==> src/rtl/fifo_pkg.sv <==
// -----------------------------------------------------------------------------
// fifo_pkg
// Shared definitions for the parametrised FIFO:
//   - clog2 : constant function giving the address width for a depth.
//   - DEF_* : default parameter values (match the older fixed 8x8 FIFO).
// -----------------------------------------------------------------------------
package fifo_pkg;

    localparam int DEF_DATA_W   = 8;
    localparam int DEF_DEPTH    = 8;
    localparam int DEF_AE_LEVEL = 1;

    // Smallest r such that 2**r >= value (value >= 1).
    function automatic int clog2(input int value);
        int r;
        r = 0;
        while ((32'sd1 <<< r) < value) begin
            r = r + 1;
        end
        return r;
    endfunction

endpackage

==> src/rtl/fifo_ram.sv <==
// -----------------------------------------------------------------------------
// fifo_ram
// Simple dual-port storage, DEPTH x DATA_W, one clock.
// Ports:
//   clk            : clock, rising edge
//   reset          : synchronous active-high, clears only the read register
//   we/waddr/wdata : synchronous write port
//   re/raddr       : synchronous read request / address
//   rdata          : registered read data, holds when re is low
// A read and a write to the same address in one cycle return the stored
// (old) entry, because the read samples the array before the write lands.
// -----------------------------------------------------------------------------
module fifo_ram
    import fifo_pkg::*;
#(
    parameter int DATA_W = DEF_DATA_W,
    parameter int DEPTH  = DEF_DEPTH,
    parameter int AW     = clog2(DEF_DEPTH)
) (
    input  logic              clk,
    input  logic              reset,
    input  logic              we,
    input  logic [AW-1:0]     waddr,
    input  logic [DATA_W-1:0] wdata,
    input  logic              re,
    input  logic [AW-1:0]     raddr,
    output logic [DATA_W-1:0] rdata
);

    logic [DATA_W-1:0] mem [DEPTH];
    logic [DATA_W-1:0] rdata_d;
    logic [DATA_W-1:0] rdata_q;

    // Storage array write; contents are deliberately not reset.
    always_ff @(posedge clk) begin
        if (we) begin
            mem[waddr] <= wdata;
        end
    end

    // Next read-data value: load on request, otherwise hold.
    always_comb begin
        rdata_d = rdata_q;
        if (re) begin
            rdata_d = mem[raddr];
        end else begin
            rdata_d = rdata_q;
        end
    end

    // Read-data register with synchronous reset.
    always_ff @(posedge clk) begin
        if (reset) begin
            rdata_q <= {DATA_W{1'b0}};
        end else begin
            rdata_q <= rdata_d;
        end
    end

    assign rdata = rdata_q;

endmodule

==> src/rtl/fifo_param.sv <==
// -----------------------------------------------------------------------------
// fifo_param
// Parametrised synchronous FIFO, drop-in successor of the fixed 8x8 FIFO.
// Ports:
//   clk, reset (sync, active-high), clear (sync flush)
//   WEN / input_data : write request and data
//   REN / output_data: read request and registered read data
//   empty, full, almost_full, almost_empty : decoded from the count register
//   count            : occupancy 0..DEPTH
//   overflow / underflow : sticky rejected-write / rejected-read flags
// Priority per cycle: reset > clear > WEN/REN.
// -----------------------------------------------------------------------------
module fifo_param
    import fifo_pkg::*;
#(
    parameter int DATA_W   = DEF_DATA_W,
    parameter int DEPTH    = DEF_DEPTH,
    parameter int AF_LEVEL = DEPTH - 2,
    parameter int AE_LEVEL = DEF_AE_LEVEL
) (
    input  logic                    clk,
    input  logic                    reset,
    input  logic                    clear,
    input  logic                    WEN,
    input  logic                    REN,
    input  logic [DATA_W-1:0]       input_data,
    output logic [DATA_W-1:0]       output_data,
    output logic                    empty,
    output logic                    full,
    output logic                    almost_full,
    output logic                    almost_empty,
    output logic [clog2(DEPTH):0]   count,
    output logic                    overflow,
    output logic                    underflow
);

    localparam int AW = clog2(DEPTH);
    localparam logic [AW:0] CNT_FULL = (AW+1)'(DEPTH);
    localparam logic [AW:0] CNT_AF   = (AW+1)'(AF_LEVEL);
    localparam logic [AW:0] CNT_AE   = (AW+1)'(AE_LEVEL);

    // Elaboration-time parameter sanity checks.
    if ((DEPTH < 2) || ((DEPTH & (DEPTH - 1)) != 0)) begin : g_bad_depth
        $error("fifo_param: DEPTH must be a power of 2 and at least 2");
    end
    if (AF_LEVEL > DEPTH) begin : g_bad_af
        $error("fifo_param: AF_LEVEL must not exceed DEPTH");
    end
    if (AE_LEVEL >= DEPTH) begin : g_bad_ae
        $error("fifo_param: AE_LEVEL must be below DEPTH");
    end

    logic [AW-1:0] wr_ptr_d, wr_ptr_q;
    logic [AW-1:0] rd_ptr_d, rd_ptr_q;
    logic [AW:0]   count_d, count_q;
    logic          overflow_d, overflow_q;
    logic          underflow_d, underflow_q;
    logic          rd_ok_s, wr_ok_s;
    logic          ram_we_s, ram_re_s;

    // Accept decisions; a read frees the slot so a full FIFO still takes a
    // simultaneous write. clear and reset suppress all storage activity.
    always_comb begin
        rd_ok_s  = REN && (count_q != (AW+1)'(0));
        wr_ok_s  = WEN && ((count_q != CNT_FULL) || rd_ok_s);
        ram_we_s = wr_ok_s && !clear && !reset;
        ram_re_s = rd_ok_s && !clear;
    end

    // Next-state for pointers, occupancy and sticky error flags.
    always_comb begin
        wr_ptr_d    = wr_ptr_q;
        rd_ptr_d    = rd_ptr_q;
        count_d     = count_q;
        overflow_d  = overflow_q;
        underflow_d = underflow_q;
        if (clear) begin
            wr_ptr_d    = {AW{1'b0}};
            rd_ptr_d    = {AW{1'b0}};
            count_d     = {(AW+1){1'b0}};
            overflow_d  = 1'b0;
            underflow_d = 1'b0;
        end else begin
            // Pointers wrap naturally since DEPTH is a power of 2.
            if (wr_ok_s) begin
                wr_ptr_d = wr_ptr_q + AW'(1);
            end else begin
                wr_ptr_d = wr_ptr_q;
            end
            if (rd_ok_s) begin
                rd_ptr_d = rd_ptr_q + AW'(1);
            end else begin
                rd_ptr_d = rd_ptr_q;
            end
            case ({wr_ok_s, rd_ok_s})
                2'b10:   count_d = count_q + (AW+1)'(1);
                2'b01:   count_d = count_q - (AW+1)'(1);
                default: count_d = count_q;
            endcase
            overflow_d  = overflow_q  || (WEN && !wr_ok_s);
            underflow_d = underflow_q || (REN && !rd_ok_s);
        end
    end

    // Control state registers with synchronous reset.
    always_ff @(posedge clk) begin
        if (reset) begin
            wr_ptr_q    <= {AW{1'b0}};
            rd_ptr_q    <= {AW{1'b0}};
            count_q     <= {(AW+1){1'b0}};
            overflow_q  <= 1'b0;
            underflow_q <= 1'b0;
        end else begin
            wr_ptr_q    <= wr_ptr_d;
            rd_ptr_q    <= rd_ptr_d;
            count_q     <= count_d;
            overflow_q  <= overflow_d;
            underflow_q <= underflow_d;
        end
    end

    fifo_ram #(
        .DATA_W (DATA_W),
        .DEPTH  (DEPTH),
        .AW     (AW)
    ) u_ram (
        .clk   (clk),
        .reset (reset),
        .we    (ram_we_s),
        .waddr (wr_ptr_q),
        .wdata (input_data),
        .re    (ram_re_s),
        .raddr (rd_ptr_q),
        .rdata (output_data)
    );

    // Status flags decoded from the registered count.
    always_comb begin
        empty        = (count_q == (AW+1)'(0));
        full         = (count_q == CNT_FULL);
        almost_full  = (count_q >= CNT_AF);
        almost_empty = (count_q <= CNT_AE);
    end

    assign count     = count_q;
    assign overflow  = overflow_q;
    assign underflow = underflow_q;

endmodule

==> config.mk <==
export PLATFORM = sky130hd
export DESIGN_NAME = fifo_param
export DESIGN_NICKNAME = d
export VERILOG_FILES = /design/src/rtl/fifo_pkg.sv /design/src/rtl/fifo_ram.sv /design/src/rtl/fifo_param.sv
export SDC_FILE = /design/constraint.sdc
export NUM_CORES = 1
export LEC_CHECK = 0
export ABC_AREA = 0
export BUFFER_PORTS_ARGS = -buffer_cell sky130_fd_sc_hd__buf_2
export CELL_PAD_IN_SITES_DETAIL_PLACEMENT = 0
export CELL_PAD_IN_SITES_GLOBAL_PLACEMENT = 2
export CORE_MARGIN = 1.5
export CORE_UTILIZATION = 42
export DETAILED_ROUTE_END_ITERATION = 7
export GPL_ROUTABILITY_DRIVEN = 0
export PLACE_DENSITY_LB_ADDON = 0.15
export SLEW_MARGIN = 5
export SYNTH_ARGS = -nofsm -noshare
export SYNTH_HDL_FRONTEND = slang
export SYNTH_HIERARCHICAL = 1
export SYNTH_SLANG_ARGS = --single-unit
==> constraint.sdc <==
create_clock -name clk -period 2.8 [get_ports clk]
set_clock_uncertainty 0.1 [all_clocks]
set_input_delay 0.56 -clock clk [delete_from_list [all_inputs] [get_ports clk]]
set_output_delay 0.56 -clock clk [all_outputs]
set_load 0.02 [all_outputs]
==> results of run 1 <==
## per-stage QoR
step | power (mW) | utilization | hold WS [ns] | instance area, um^2 | cells
final | 2.47 | 0.494 | 0.374 | 4080 | 403
after global routing | 2.57 | 0.494 | 0.407 | 4080 | 403
after CTS | 2.50 | 0.494 | 0.388 | 4080 | 403
after detailed placement | 1.58 | 0.468 | 0.358 | 3860 | 387
after global placement | 1.58 | 0.468 | 0.354 | 3860 | 387
after floorplan | 1.52 | - | 0.381 | 3600 | 256
## tightest hold or removal path: cells and delay by family, from the launching register on
family | cells | cell delay, ns
flops | 1 | 0.33
simple gates | 1 | 0.07
compound gates | 1 | 0.04
## sequential cells by signal, indices dropped and copies added (netlist names)
name	cells
count	4
u_ram/rdata	8
wr_ptr_q	3
u_ram/mem	64
rd_ptr_q	3
overflow	1
underflow	1
## timing repair
action | CTS | global route
endpoints found under the setup margin | 0 | 9
resized for setup | 0 | 2
setup buffers | 0 | 0
hold buffers | 0 | 0
## kinds of logic after synthesis
family | Yosys count | share of synthesized area
and+or+nand+nor | 62 | 0.0844
xor gates and xnor gates | 5 | 0.0122
muxes | 35 | 0.103
DFF | 84 | 0.645
adders and majority gates | 6 | 0.0208
buffers and inverters | 20 | 0.0386
AOI/OAI and AO/OA | 44 | 0.0959
## power by group through the flow
| stage | clock (mW) | combinational (mW) | sequential [mW] |
|---|---|---|---|
| 4_1_cts | 0.946 | 0.186 | 1.36 |
| 6_report | 0.919 | 0.187 | 1.36 |
| 3_3_place_gp | 0 | 0.188 | 1.39 |
| 5_1_grt | 0.997 | 0.207 | 1.37 |
| 2_1_floorplan | 0 | 0.120 | 1.40 |
| 3_5_place_dp | 0 | 0.186 | 1.39 |
## layout make-up
cell class              instances  area [um^2]  share of cell area
clock buffers                   9          124              0.0303
clock inverters                 7         91.3              0.0224
inverters                       4         15.0             0.00368
multi-input cells             152         1140               0.281
flip-flops and latches         84         2320               0.569
well taps                     105          131              0.0322
repair buffers                 42          253              0.0619
## per-layer routing
metal	part of all wire	up-vias	GRT usage
met5	0	-	0
met4	0.028	0	0.0931
met3	0.032	11	0.0423
met2	0.45	40	0.249
met1	0.49	1039	0.257
li1	-	1044	-
## worst max path at each step
stage | endpoint | start | slack [ns]
after floorplan | u_ram/mem[0][0]$_DFFE_PP_ | count[1]$_SDFFE_PP0P_ | 0.18
after CTS | empty | count[1]$_SDFFE_PP0P_ | 0.07
after global placement | u_ram/mem[2][1]$_DFFE_PP_ | count[1]$_SDFFE_PP0P_ | 0.36
after detailed placement | u_ram/mem[2][5]$_DFFE_PP_ | count[1]$_SDFFE_PP0P_ | 0.26
after global routing | u_ram/mem[1][2]$_DFFE_PP_ | count[1]$_SDFFE_PP0P_ | 0.05
final | empty | count[1]$_SDFFE_PP0P_ | 0.19
## cell usage in the layout, fill, tap and decap left out, types with 8 or more instances in the layout
cell / synthesis / final
dfxtp_1: 20 / 20
clkbuf_8: 0 / 9
mux2i_1: 18 / 18
mux2_2: 17 / 17
buf_2: 1 / 30
nor2_1: 27 / 26
nand2_1: 9 / 9
edfxtp_1: 64 / 64
a211oi_1: 8 / 8
buf_4: 0 / 11
o22ai_1: 8 / 8
==> results.sh, run 1 <==
export IMPL_status="complete, no violations"
export IMPL_power_density_mw_per_mm2=605
export IMPL_power_internal_mw=1.92
export IMPL_cp_num_buf_inv=4
export IMPL_crit_cells=6
export IMPL_path_clk_slew_ns=0.08
export IMPL_netlist_area_mm2=0.00360
export IMPL_timing_final_ws_setup_ns=0.192
export IMPL_pwr_share_seq=0.552
export IMPL_grtUsageTotal=0.179
export IMPL_crit_family="buffers and inverters"
export IMPL_setup_viol=0
export IMPL_antennaDiodeCount=0
export IMPL_wl_per_cell_um=18.1
export IMPL_switching_share=0.221
export IMPL_fp_row_count=33
export IMPL_drive_gt1_frac=0.272
export IMPL_slew_headroom=0.534
export IMPL_cts_buffer_depth=2
export IMPL_critPathMaxStageDelay_ns=0.44
export IMPL_r2r_slack_ns=0.25
export IMPL_cp_slowest_cell="or3b_4"
export IMPL_antenna_found_initial=0
export IMPL_wl_mm=7.31
export IMPL_grt_setup_unrepaired="no"
export IMPL_drtPass1Iterations=4
export IMPL_dp_slack_ns=0.259
export IMPL_cp_common_cell="inv_1"
export IMPL_worstMarginPinSlew_ns=0.696
export IMPL_worst_setup_path_end_kind="output pin"
export IMPL_dp_hpwl_mm=4.97
export IMPL_whs_endpoint="overflow$_SDFF_PP0_"
export IMPL_via_count=2134
export IMPL_grt_pass1_wl_mm=11.6
export IMPL_initial_utilization=0.436
export IMPL_yosys_top_cells_count="edfxtp_1 (64), nor2_1 (27), dfxtp_1 (20), mux2i_1 (18), mux2_2 (17)"
export IMPL_finalCritPeriodShare=0.931
export IMPL_ys_seq_elements=84
export IMPL_io_pins=31
export IMPL_synth_main_ff_cell="edfxtp_1"
export IMPL_ys_types=43
export IMPL_viasPerCell=5.30
export IMPL_port_buffers=30
export IMPL_cp_start_kind="flop"
export IMPL_r2r_start="count[1]$_SDFFE_PP0P_"
export IMPL_slew_viol_final=0
export IMPL_hold_class="reg2reg"
export IMPL_yosys_area_top_type="edfxtp_1"
export IMPL_hold_viol_final=0
export IMPL_finalSetupTns_ns=0
export IMPL_path_class="reg2out"
export IMPL_grt_max_degree=35
export IMPL_drc=0
export IMPL_die_area_mm2=0.00914
export IMPL_grt_pass1_vias=2050
export IMPL_arrival_ns=1.95
export IMPL_max_freq_ghz=0.384
export IMPL_synth_edf_count=64
export IMPL_cap_viol_max_count=0
export IMPL_hold_path_depth=2
export IMPL_die_h_um=95.6
export IMPL_synth_nets=275
export IMPL_yosysSeqAreaShare=0.645
export IMPL_fin_crit_ns=2.61
export IMPL_synth_area_top_cells="edfxtp_1 (53%), dfxtp_1 (11%), mux2_2 (5.3%)"
export IMPL_critical_path_required_ns=2.14
export IMPL_yosysWarnings=6
export IMPL_min_from="overflow$_SDFF_PP0_"
export IMPL_async_flop_share=0
export IMPL_synth_top_cell_area_share=0.534
export IMPL_clkPwrFrac=0.372
export IMPL_synth_most_common_cell="edfxtp_1"
export IMPL_switching_power_uw=545
export IMPL_critical_path_max_fanout=10
export IMPL_ctsHtreeMaxLevel=3
export IMPL_cts_sinks=84
export IMPL_overflow=0
export IMPL_nets=312
export IMPL_numCtsBuffers=9
export IMPL_synth_avg_cell_area_um2=14.1
export IMPL_ir_drop_mv=0.250
export IMPL_power_frac_comb=0.076
export IMPL_power_leakage_nw=1.42
export IMPL_clk_latency_ns=0.34
export IMPL_syn_inst=256
export IMPL_cp_cell_sequence="inv_1, ha_1, buf_4, or3b_4, inv_1, buf_2"
export IMPL_clockRootBuffer="clkbuf_8"
export IMPL_fill_cells=746
export IMPL_fp_dieW_um=95.6
export IMPL_drtIter0Drc=107
export IMPL_syn_to_final_growth_pct=13.3
export IMPL_timing_rr_end="u_ram/mem[1][2]$_DFFE_PP_"
export IMPL_postRouteAntennaNets=0
export IMPL_reg2regPathDepth=7
export IMPL_cts_tree="built"
export IMPL_core_mm2=0.00826
Power figures use the tool's default switching activity.
==> run 2: changes to the inputs <==
==> constraint.sdc (replaced) <==
create_clock -name clk -period 2.8 [get_ports clk]
set_clock_uncertainty 0.1 [all_clocks]
set_input_delay 0.28 -clock clk [delete_from_list [all_inputs] [get_ports clk]]
set_output_delay 0.28 -clock clk [all_outputs]
set_load 0.02 [all_outputs]
==> run 2 against run 1 <==
Compared with the run above:
- global-route usage down 0.25 points
- critical path depth increased by 1
- largest power group unchanged
- non-clock buffer count down 1
- highest routed layer unchanged
- total power increased by 1.8%
- sequential power barely moved
- core utilization shrank 0.12 points
- register-to-register slack better by 0.04 ns
- critical endpoint is now u_ram/mem[5][6]$_DFFE_PP_
==> results.sh, run 2 (synthesis gave the netlist of run 1 again) <==
export IMPL_timing_rr_end="u_ram/mem[5][6]$_DFFE_PP_"
export IMPL_via_count=2129
export IMPL_whs_endpoint="u_ram/mem[3][0]$_DFFE_PP_"
export IMPL_fill_cells=760
export IMPL_clk_latency_ns=0.35
export IMPL_seqCellArea_mm2=0.00232
export IMPL_wl_per_cell_um=18.6
export IMPL_grt_setup_unrepaired="no"
export IMPL_multiInputGateArea_mm2=0.00114
export IMPL_r2r_slack_ns=0.29
export IMPL_cp_start_kind="flop"
export IMPL_setup_viol=0
export IMPL_ir_drop_mv=0.215
export IMPL_max_freq_ghz=0.399
export IMPL_reg2regPathDepth=7
export IMPL_path_clk_slew_ns=0.08
export IMPL_postRouteAntennaNets=0
export IMPL_nets=311
export IMPL_antennaDiodeCount=0
export IMPL_fp_dieW_um=95.6
export IMPL_grt_pass1_wl_mm=11.4
export IMPL_fin_crit_ns=2.51
export IMPL_finalCritPeriodShare=0.895
export IMPL_placed_cell_area_mm2=0.00384
export IMPL_finish_instance_area_mm2=0.00407
export IMPL_clockRootBuffer="clkbuf_8"
export IMPL_power_internal_mw=1.94
export IMPL_cp_slowest_cell="nor2_1"
export IMPL_cts_setup_buffers=0
export IMPL_critPathMaxStageDelay_ns=0.55
export IMPL_cp_cell_sequence="inv_1, ha_1, nand3b_1, o21ai_0, nor2_1, nand2_1, nor2_1"
export IMPL_overflow=0
export IMPL_worstMarginPinSlew_ns=0.680
export IMPL_cap_viol_max_count=0
export IMPL_r2r_start="count[1]$_SDFFE_PP0P_"
export IMPL_antenna_found_initial=0
export IMPL_clkPwrFrac=0.385
export IMPL_cts_tree="built"
export IMPL_numCtsBuffers=9
export IMPL_cts_sinks=84
export IMPL_cp_num_buf_inv=1
export IMPL_fin_cells=402
export IMPL_switching_power_uw=569
export IMPL_status="complete, no violations"
export IMPL_hold_path_depth=1
export IMPL_cts_resized=0
export IMPL_cp_common_cell="nor2_1"
export IMPL_path_class="reg2reg"
export IMPL_power_density_mw_per_mm2=617
export IMPL_drc=0
export IMPL_crit_family="simple AND/OR/NAND/NOR gates"
export IMPL_ctsHtreeMaxLevel=3
export IMPL_io_pins=31
export IMPL_viasPerCell=5.30
export IMPL_cts_buffer_depth=2
export IMPL_grt_max_degree=35
export IMPL_power_leakage_nw=1.42
export IMPL_port_buffers=30
export IMPL_regMostFlops="u_ram/mem"
export IMPL_hold_class="in2reg"
export IMPL_holdBufCountCts=0
export IMPL_critical_path_max_fanout=10
export IMPL_dp_hpwl_mm=4.90
export IMPL_fp_row_count=33
export IMPL_slew_headroom=0.545
export IMPL_drtPass1Iterations=4
export IMPL_arrival_ns=2.39
export IMPL_initial_utilization=0.436
export IMPL_total_power_mw=2.51
export IMPL_drtIter0Drc=133
export IMPL_min_from="input_data[0]"
export IMPL_largest_reg_flops=64
export IMPL_critical_path_required_ns=2.68
export IMPL_syn_to_final_growth_pct=13.1
export IMPL_worst_setup_path_end_kind="flop"
export IMPL_core_mm2=0.00826
export IMPL_final_common_cell="edfxtp_1"
export IMPL_wl_mm=7.46
export IMPL_dpl_cell_count=386
export IMPL_slew_viol_final=0
export IMPL_die_h_um=95.6
export IMPL_grtUsageTotal=0.177
export IMPL_grt_pass1_vias=2073
export IMPL_hold_viol_final=0
export IMPL_pwr_share_seq=0.542
export IMPL_finalSetupTns_ns=0
export IMPL_layout_common_cells="edfxtp_1 (64), buf_2 (30), nor2_1 (27)"
export IMPL_die_area_mm2=0.00914
export IMPL_switching_share=0.226
export IMPL_power_frac_comb=0.073
export IMPL_drive_gt1_frac=0.259
run 2: power by group through the flow:
stage	Sequential, mW	Clock, mW	Combinational (mW)
floorplan	1.40	0	0.120
global placement	1.39	0	0.184
detailed placement	1.39	0	0.183
CTS	1.36	0.980	0.184
global route	1.37	1.04	0.201
finish	1.36	0.968	0.183
run 2: worst reg2reg max path: stages, from the launching register on:
cell	delay, ns
dfxtp_1	0.51
inv_1	0.13
ha_1	0.23
nand3b_1	0.14
o21ai_0	0.18
nor2_1	0.18
nand2_1	0.12
nor2_1	0.55
run 2: cell type report:
cell class                      count  share of cell area
Clock inverter                      4              0.0129
Clock buffer                       12              0.0436
Multi-Input combinational cell    152               0.280
Sequential cell                    84               0.570
Inverter                            4             0.00369
Tap cell                          105              0.0323
Timing Repair Buffer               41              0.0572
run 2: metal layers:
layer | routed length [um] | vias up | GRT usage
met2 | 3330 | 44 | 0.253
met4 | 195 | 0 | 0.0931
met1 | 3700 | 1036 | 0.255
met3 | 235 | 14 | 0.0287
met5 | 0 | - | 0
li1 | - | 1035 | -
run 2: worst max path at each step:
stage / endpoint / cells past startpoint / startpoint
floorplan: u_ram/mem[0][0]$_DFFE_PP_ / 8 / count[1]$_SDFFE_PP0P_
global placement: u_ram/mem[1][5]$_DFFE_PP_ / 7 / count[1]$_SDFFE_PP0P_
detailed placement: u_ram/mem[5][0]$_DFFE_PP_ / 7 / count[1]$_SDFFE_PP0P_
CTS: u_ram/mem[5][6]$_DFFE_PP_ / 7 / count[1]$_SDFFE_PP0P_
global route: u_ram/mem[1][1]$_DFFE_PP_ / 7 / count[1]$_SDFFE_PP0P_
finish: u_ram/mem[5][6]$_DFFE_PP_ / 7 / count[1]$_SDFFE_PP0P_
run 2: stage by stage:
stage / hold slack [ns] / util / worst slack [ns]
floorplan: 0.279 / - / 0.181
global placement: 0.346 / 0.465 / 0.378
detailed placement: 0.353 / 0.465 / 0.266
CTS: 0.110 / 0.493 / 0.251
global route: 0.110 / 0.493 / 0.0987
finish: 0.123 / 0.493 / 0.294
